$ cat src/rtl/hbuf_pg_ring_if.sv
// Control/status bundle for the DDR3 page ring. The master drives configuration,
// write-advance and page-free requests; the slave (the ring) returns pointers and flags.
interface hbuf_pg_ring_if #(
    parameter int PG_W  = 16,
    parameter int OVF_W = 16
);
    logic              en;
    logic [PG_W-1:0]   start_pg;
    logic [PG_W-1:0]   stop_pg;
    logic [PG_W-1:0]   first_pg;
    logic [PG_W-1:0]   last_pg;
    logic              cfg_err;
    logic              wr_adv;
    logic              wr_drop;
    logic              pg_clr_req;
    logic              pg_clr_ack;
    logic [PG_W-1:0]   pg_clr_cnt;
    logic [PG_W-1:0]   rd_pg_num;
    logic [PG_W-1:0]   wr_pg_num;
    logic [PG_W:0]     n_used_pgs;
    logic              empty;
    logic              full;
    logic              afull;
    logic [PG_W:0]     afull_thresh;
    logic [OVF_W-1:0]  ovf_cnt;
    logic              ovf_clr;

    modport master (
        output en, start_pg, stop_pg, wr_adv, pg_clr_req, pg_clr_cnt, afull_thresh, ovf_clr,
        input  first_pg, last_pg, cfg_err, wr_drop, pg_clr_ack, rd_pg_num, wr_pg_num,
               n_used_pgs, empty, full, afull, ovf_cnt
    );

    modport slave (
        input  en, start_pg, stop_pg, wr_adv, pg_clr_req, pg_clr_cnt, afull_thresh, ovf_clr,
        output first_pg, last_pg, cfg_err, wr_drop, pg_clr_ack, rd_pg_num, wr_pg_num,
               n_used_pgs, empty, full, afull, ovf_cnt
    );
endinterface

$ cat src/rtl/hbuf_pg_ring.sv
// Page-granular ring pointer manager for a DDR3 history buffer: write pointer advances
// one page per shipped page, read pointer jumps forward by a clipped free count.
module hbuf_pg_ring #(
    parameter int PG_W  = 16,
    parameter int OVF_W = 16
) (
    input  logic          clk,
    input  logic          rst,
    hbuf_pg_ring_if.slave bus
);
    localparam int AW = PG_W + 1;

    typedef enum logic [1:0] {ST_IDLE, ST_RUN, ST_ERR} state_t;

    state_t            r_state;
    state_t            w_state_nxt;

    logic              r_en_q;
    logic              r_arm;
    logic              r_req_q;
    logic [PG_W-1:0]   r_first;
    logic [PG_W-1:0]   r_last;
    logic [PG_W-1:0]   r_rd;
    logic [PG_W-1:0]   r_wr;
    logic [AW-1:0]     r_n_alloc;
    logic [AW-1:0]     r_n_used;
    logic              r_cfg_err;
    logic              r_ack;
    logic              r_drop;
    logic [OVF_W-1:0]  r_ovf;

    logic              w_rise;
    logic              w_cfg_bad;
    logic              w_run;
    logic              w_full;
    logic              w_acc;
    logic              w_drop;
    logic              w_clr_go;
    logic [AW-1:0]     w_clip;
    logic [AW-1:0]     w_rd_sum;
    logic [PG_W-1:0]   w_wr_nxt;

    // r_arm keeps an en level held across reset from looking like a fresh rising edge
    assign w_rise    = bus.en & ~r_en_q & r_arm;
    assign w_cfg_bad = bus.stop_pg < bus.start_pg;
    assign w_run     = (r_state == ST_RUN) & bus.en;
    assign w_full    = (r_n_used == r_n_alloc) & r_en_q;
    assign w_acc     = w_run & bus.wr_adv & ~w_full;
    assign w_drop    = w_run & bus.wr_adv & w_full;
    assign w_clr_go  = w_run & bus.pg_clr_req & ~r_req_q & ~r_ack;
    assign w_rd_sum  = {1'b0, r_rd} + w_clip;
    assign w_wr_nxt  = (r_wr == r_last) ? r_first : r_wr + PG_W'(1);

    always_comb begin
        w_clip = '0;
        if (w_clr_go)
            w_clip = ({1'b0, bus.pg_clr_cnt} < r_n_used) ? {1'b0, bus.pg_clr_cnt} : r_n_used;
    end

    always_ff @(posedge clk) begin
        if (rst) r_state <= ST_IDLE;
        else     r_state <= w_state_nxt;
    end

    always_comb begin
        w_state_nxt = r_state;
        if (!bus.en)
            w_state_nxt = ST_IDLE;
        else if (w_rise)
            w_state_nxt = w_cfg_bad ? ST_ERR : ST_RUN;
    end

    always_ff @(posedge clk) begin
        if (rst) begin
            r_en_q    <= 1'b0;
            r_arm     <= 1'b0;
            r_req_q   <= 1'b0;
            r_first   <= '0;
            r_last    <= '0;
            r_rd      <= '0;
            r_wr      <= '0;
            r_n_alloc <= '0;
            r_n_used  <= '0;
            r_cfg_err <= 1'b0;
            r_ack     <= 1'b0;
            r_drop    <= 1'b0;
            r_ovf     <= '0;
        end else begin
            r_en_q  <= bus.en;
            r_req_q <= bus.pg_clr_req;
            r_drop  <= w_drop;

            // a clear in the same cycle as a counted drop leaves that drop on the count
            if (bus.ovf_clr)
                r_ovf <= w_drop ? OVF_W'(1) : '0;
            else if (w_drop && (r_ovf != '1))
                r_ovf <= r_ovf + OVF_W'(1);

            if (!bus.en) begin
                r_arm     <= 1'b1;
                r_first   <= '0;
                r_last    <= '0;
                r_rd      <= '0;
                r_wr      <= '0;
                r_n_alloc <= '0;
                r_n_used  <= '0;
                r_cfg_err <= 1'b0;
                r_ack     <= bus.pg_clr_req;
            end else if (w_rise) begin
                r_first   <= bus.start_pg;
                r_last    <= bus.stop_pg;
                r_rd      <= bus.start_pg;
                r_wr      <= bus.start_pg;
                r_n_alloc <= {1'b0, bus.stop_pg} - {1'b0, bus.start_pg} + AW'(1);
                r_n_used  <= '0;
                r_cfg_err <= w_cfg_bad;
                r_ack     <= 1'b0;
            end else if (w_run) begin
                if (w_clr_go) begin
                    // rd + clip never exceeds last + n_alloc, so one subtraction wraps it
                    r_rd  <= PG_W'((w_rd_sum > {1'b0, r_last}) ? (w_rd_sum - r_n_alloc) : w_rd_sum);
                    r_ack <= 1'b1;
                end else if (!bus.pg_clr_req) begin
                    r_ack <= 1'b0;
                end
                if (w_acc)
                    r_wr <= w_wr_nxt;
                r_n_used <= r_n_used + AW'(w_acc) - w_clip;
            end
        end
    end

    assign bus.first_pg   = r_first;
    assign bus.last_pg    = r_last;
    assign bus.cfg_err    = r_cfg_err;
    assign bus.wr_drop    = r_drop;
    assign bus.pg_clr_ack = r_ack;
    assign bus.rd_pg_num  = r_rd;
    assign bus.wr_pg_num  = r_wr;
    assign bus.n_used_pgs = r_n_used;
    assign bus.ovf_cnt    = r_ovf;
    assign bus.empty      = (r_n_used == '0);
    assign bus.full       = w_full;
    assign bus.afull      = (r_n_used >= bus.afull_thresh) & r_en_q;
endmodule
$ cat src/flat_wrapper.sv
// flat-port wrapper written by rule: the top's interface ports become plain ports
module hbuf_pg_ring_flat 
#(
    parameter int PG_W  = 16,
    parameter int OVF_W = 16
)
  (clk, rst, bus_en, bus_start_pg, bus_stop_pg, bus_wr_adv, bus_pg_clr_req, bus_pg_clr_cnt, bus_afull_thresh, bus_ovf_clr, bus_first_pg, bus_last_pg, bus_cfg_err, bus_wr_drop, bus_pg_clr_ack, bus_rd_pg_num, bus_wr_pg_num, bus_n_used_pgs, bus_empty, bus_full, bus_afull, bus_ovf_cnt);
  hbuf_pg_ring_if #(.PG_W(PG_W), .OVF_W(OVF_W)) bus_i ();
  input  logic clk;
  input  logic rst;
  input wire logic [$bits(bus_i.en)-1:0] bus_en;
  input wire logic [$bits(bus_i.start_pg)-1:0] bus_start_pg;
  input wire logic [$bits(bus_i.stop_pg)-1:0] bus_stop_pg;
  input wire logic [$bits(bus_i.wr_adv)-1:0] bus_wr_adv;
  input wire logic [$bits(bus_i.pg_clr_req)-1:0] bus_pg_clr_req;
  input wire logic [$bits(bus_i.pg_clr_cnt)-1:0] bus_pg_clr_cnt;
  input wire logic [$bits(bus_i.afull_thresh)-1:0] bus_afull_thresh;
  input wire logic [$bits(bus_i.ovf_clr)-1:0] bus_ovf_clr;
  output wire logic [$bits(bus_i.first_pg)-1:0] bus_first_pg;
  output wire logic [$bits(bus_i.last_pg)-1:0] bus_last_pg;
  output wire logic [$bits(bus_i.cfg_err)-1:0] bus_cfg_err;
  output wire logic [$bits(bus_i.wr_drop)-1:0] bus_wr_drop;
  output wire logic [$bits(bus_i.pg_clr_ack)-1:0] bus_pg_clr_ack;
  output wire logic [$bits(bus_i.rd_pg_num)-1:0] bus_rd_pg_num;
  output wire logic [$bits(bus_i.wr_pg_num)-1:0] bus_wr_pg_num;
  output wire logic [$bits(bus_i.n_used_pgs)-1:0] bus_n_used_pgs;
  output wire logic [$bits(bus_i.empty)-1:0] bus_empty;
  output wire logic [$bits(bus_i.full)-1:0] bus_full;
  output wire logic [$bits(bus_i.afull)-1:0] bus_afull;
  output wire logic [$bits(bus_i.ovf_cnt)-1:0] bus_ovf_cnt;
  assign bus_i.en = bus_en;
  assign bus_i.start_pg = bus_start_pg;
  assign bus_i.stop_pg = bus_stop_pg;
  assign bus_i.wr_adv = bus_wr_adv;
  assign bus_i.pg_clr_req = bus_pg_clr_req;
  assign bus_i.pg_clr_cnt = bus_pg_clr_cnt;
  assign bus_i.afull_thresh = bus_afull_thresh;
  assign bus_i.ovf_clr = bus_ovf_clr;
  assign bus_first_pg = bus_i.first_pg;
  assign bus_last_pg = bus_i.last_pg;
  assign bus_cfg_err = bus_i.cfg_err;
  assign bus_wr_drop = bus_i.wr_drop;
  assign bus_pg_clr_ack = bus_i.pg_clr_ack;
  assign bus_rd_pg_num = bus_i.rd_pg_num;
  assign bus_wr_pg_num = bus_i.wr_pg_num;
  assign bus_n_used_pgs = bus_i.n_used_pgs;
  assign bus_empty = bus_i.empty;
  assign bus_full = bus_i.full;
  assign bus_afull = bus_i.afull;
  assign bus_ovf_cnt = bus_i.ovf_cnt;
  hbuf_pg_ring #(.PG_W(PG_W), .OVF_W(OVF_W)) u_core (.clk(clk), .rst(rst), .bus(bus_i));
endmodule
$ cat config.mk
export PLATFORM = sky130hd
export DESIGN_NAME = hbuf_pg_ring_flat
export DESIGN_NICKNAME = d
export VERILOG_FILES = /design/src/rtl/hbuf_pg_ring_if.sv /design/src/rtl/hbuf_pg_ring.sv /design/src/flat_wrapper.sv
export SDC_FILE = /design/constraint.sdc
export NUM_CORES = 1
export LEC_CHECK = 0
export ABC_AREA = 1
export ABC_CLOCK_PERIOD_IN_PS = 7100
export CAP_MARGIN = 40
export CELL_PAD_IN_SITES_DETAIL_PLACEMENT = 1
export CELL_PAD_IN_SITES_GLOBAL_PLACEMENT = 1
export CORE_MARGIN = 2
export CORE_UTILIZATION = 40
export CTS_CLUSTER_DIAMETER = 120
export DETAILED_ROUTE_END_ITERATION = 16
export PLACE_DENSITY = 0.79
export REMOVE_ABC_BUFFERS = 1
export SETUP_SLACK_MARGIN = 0.5
export SYNTH_ARGS = -nofsm -noshare
export SYNTH_HDL_FRONTEND = slang
export SYNTH_SLANG_ARGS = --single-unit
export TNS_END_PERCENT = 50
$ cat constraint.sdc
create_clock -name clk -period 7.1 [get_ports clk]
set_input_delay 1.065 -clock clk [delete_from_list [all_inputs] [get_ports clk]]
set_output_delay 1.065 -clock clk [all_outputs]
set_load 0.03 [all_outputs]
==> flow_metrics.py <==
metrics = {
    "hold_path": {
        "hold_class": "flip-flop to flip-flop",
    },
    "global_route": {
        "grt_pass1_vias": 13300,
        "grt_antenna_before_repair": 0,
        "grt_max_degree": 67,
        "grt_pass1_wl_um": 69300,
        "track_usage_pct": 28.7,
        "overflow": 0,
    },
    "timing": {
        "fin_crit_ns": 6.25,
        "setup_violations": 0,
        "setup_tns_ns": 0,
        "rsz0062_at_grt": "no",
        "finalHoldWorstSlack_ns": 0.471,
        "worst_pin_slew_ns": 0.815,
        "skew_ns": 0.0181,
        "max-slew-margin-rel_pct": 45.7,
        "hold_viol_final": 0,
        "drv_slew": 0,
        "period_share_pct": 88.0,
        "fmax_ghz": 0.160,
    },
    "synth": {
        "synthCells": 1710,
        "synth.distinct_cells": 52,
        "synthArstFlopShare_pct": 0,
        "post_synth.cell_area_avg_um2": 6.72,
        "seq_area_frac_synth_pct": 21.1,
        "synth_area_leader_cell": "dfxtp_1",
        "synthFlopType": "dfxtp_1",
        "synth_area_um2": 11500,
        "synth-seq-cells": 121,
        "synth_enable_flop_cells": 0,
        "synth_top_area_share_pct": 21.1,
        "netlist_top_cells_area": "dfxtp_1 (21%), ha_1 (16%), inv_1 (9.5%), nand2_1 (8.2%), a21oi_1 (6.8%)",
        "yosys_warnings": 0,
    },
    "floorplan": {
        "ioPinCount": 174,
        "chipHeight_um": 173,
        "start_util_pct": 40.3,
        "die_area_um2": 30100,
        "die_x_um": 173,
        "num_rows": 62,
        "core_area_um2": 28500,
    },
    "flow_run": {
        "drv_cap": 0,
    },
    "route": {
        "wl_per_cell_um": 19.0,
        "first_iter_violations": 455,
        "firstDrtPassIters": 5,
        "routed_via_density": 5.41,
        "route.vias.total": 12300,
        "drc": 0,
        "ant_nets": 0,
        "drt_wl_total_um": 43200,
    },
    "clock_tree": {
        "htreeDepth": 4,
        "cts-buffers-inserted": 17,
        "clock-sinks": 121,
        "cts_buffer_depth": 2,
        "path_clk_slew_ns": 0.07,
        "cts_tree": "done",
        "holdBufCountCts": 0,
        "clock_latency_ns": 0.44,
        "cts_root_buf": "clkbuf_16",
    },
    "finish": {
        "area_growth_pct": 24.6,
        "fin_cells": 2277,
        "antennaDiodeCount": 0,
        "fin_util_pct": 50.3,
        "nets": 2108,
        "nFillCells": 3701,
        "drive_gt1_share_pct": 6.60,
    },
    "critical_path": {
        "start_kind": "input pin",
        "cp_data_required_time_ns": 7.47,
        "critPathKind": "input pin to flip-flop",
        "cp_data_arrival_time_ns": 6.62,
        "end_kind": "flip-flop",
        "crit_fanout": 16,
    },
    "power_and_ir_drop": {
        "ir_drop_uv": 124,
        "power_leakage_nw": 6.72,
        "p_per_area_nw_per_um2": 160,
        "fin_total_pwr_mw": 2.29,
    },
    "placed_design": {
        "hpwl_um": 34000,
        "portBuffers": 173,
        "place_congestion": 0.932,
        "dpl.cell_count": 2241,
    },
    "outcome": {
        "outcome": "completed",
    },
}
## cells in the mapped netlist, types with 4 or more instances
cell type / instances
a211oi_1: 4
a21oi_1: 157
a21oi_2: 14
a31oi_1: 17
buf_1: 7
buf_6: 4
clkbuf_1: 27
dfxtp_1: 121
fa_1: 11
ha_1: 146
inv_1: 292
inv_2: 7
nand2_1: 252
nand2_2: 16
nand3_1: 83
nand3_2: 12
nand3b_1: 6
nand4_1: 31
nor2_1: 159
nor3_1: 23
nor3b_1: 7
nor4_1: 14
o211ai_1: 16
o21ai_0: 153
o21bai_1: 5
o221ai_1: 4
o31ai_1: 6
xnor2_1: 28
xor2_1: 48
## final cells by class
cell class / instances / area (um^2) / share of cell area (%)
Clock buffer: 18 / 439 / 3.07
Clock inverter: 14 / 164 / 1.15
Inverter: 300 / 1130 / 7.87
Multi-Input combinational cell: 1243 / 7760 / 54.2
Sequential cell: 121 / 2420 / 16.9
Tap cell: 384 / 480 / 3.36
Timing Repair Buffer: 197 / 1920 / 13.4
## layer usage
| layer | vias up | global-route usage, % | part of all wire, % |
|---|---|---|---|
| li1 | 6022 | - | - |
| met1 | 5990 | 35.0 | 45 |
| met4 | 0 | 8.62 | 2.5 |
| met5 | - | 0 | 0 |
| met3 | 61 | 3.64 | 3.3 |
| met2 | 250 | 52.4 | 50 |
## worst paths after layout
check / start / to / slack (ns) / depth (start not counted)
setup reg to reg: u_core.bus.n_used_pgs[12]$_SDFFE_PP0P_ / u_core.bus.rd_pg_num[5]$_SDFFE_PP0P_ / 1.14 / 28
hold / removal: u_core.r_state[0]$_SDFFE_PP0P_ / u_core.r_state[0]$_SDFFE_PP0P_ / 0.47 / 2
setup / recovery: bus_pg_clr_cnt[12] / u_core.bus.rd_pg_num[5]$_SDFFE_PP0P_ / 0.85 / 28
hold reg to reg: u_core.r_state[0]$_SDFFE_PP0P_ / u_core.r_state[0]$_SDFFE_PP0P_ / 0.47 / 2
## logic make-up after synthesis
logic type	Yosys count	synth area share [%]
flops	121	21.1
buf+inv	346	11.7
fa+ha+maj	157	17.8
compound gates	393	19.2
simple gates	617	24.4
xor+xnor	76	5.80
## cell usage in the layout (no fill, tap or decap), drive strengths merged, types with 4 or more instances in the layout
cell type	count
a211oi	4
a21oi	172
a31oi	18
buf	24
clkbuf	18
clkdlybuf4s50	173
clkinv	6
dfxtp	121
fa	11
ha	146
inv	304
nand2	271
nand3	96
nand3b	6
nand4	31
nor2	163
nor3	24
nor3b	7
nor4	14
o211ai	16
o21ai	156
o21bai	5
o221ai	4
o31ai	6
xnor2	28
xor2	48
## repair_timing
action,4_1_cts,5_1_grt
endpoints found under the hold margin,0,0
gates resized for setup,0,8
setup buffers,0,4
endpoints found under the setup margin,0,16
## sequential cells by signal, summed over array words and instances (netlist names)
| register | cells |
|---|---|
| u_core.bus.wr_pg_num | 16 |
| u_core.bus.first_pg | 16 |
| u_core.r_arm | 1 |
| u_core.bus.n_used_pgs | 17 |
| u_core.bus.rd_pg_num | 16 |
| u_core.r_n_alloc | 17 |
| u_core.r_req_q | 1 |
| u_core.bus.last_pg | 16 |
| u_core.bus.ovf_cnt | 16 |
| u_core.bus.wr_drop | 1 |
| u_core.bus.pg_clr_ack | 1 |
| u_core.bus.cfg_err | 1 |
| u_core.r_state | 1 |
| u_core.r_en_q | 1 |
## worst max-delay path, stage by stage
cell and delay, ns:
clkdlybuf4s50_1 0.49, ha_1 0.25, a21oi_1 0.16, o21ai_0 0.12, a221oi_2 0.37, nand2_1 0.15
a31oi_4 0.28, inv_2 0.09, buf_4 0.21, nor2_1 0.14, nor2_1 0.11, ha_1 0.35
nand2_1 0.11, inv_1 0.06, a21oi_2 0.17, nand2_4 0.09, a31oi_1 0.26, o21bai_1 0.12
xnor2_1 0.25, inv_1 0.14, ha_1 0.34, nand4_1 0.15, nor4_2 0.30, nand3_2 0.19
buf_4 0.26, nand3_1 0.12, nand3_2 0.09, a21oi_2 0.16
## through the flow
step	area [um^2]	setup WS, ns
4_1_cts	14300	0.566
3_5_place_dp	13700	0.165
5_1_grt	14300	0.492
6_report	14300	0.850
2_1_floorplan	11300	1.64
3_3_place_gp	13600	0.380
## power breakdown
part / internal, mW / switching (mW) / leakage, nW
clock: 0.536 / 0.392 / 0.291
sequential: 0.693 / 0.0184 / 0.980
combinational: 0.240 / 0.411 / 5.45
No activity file was read; power rests on OpenSTA's default activity.
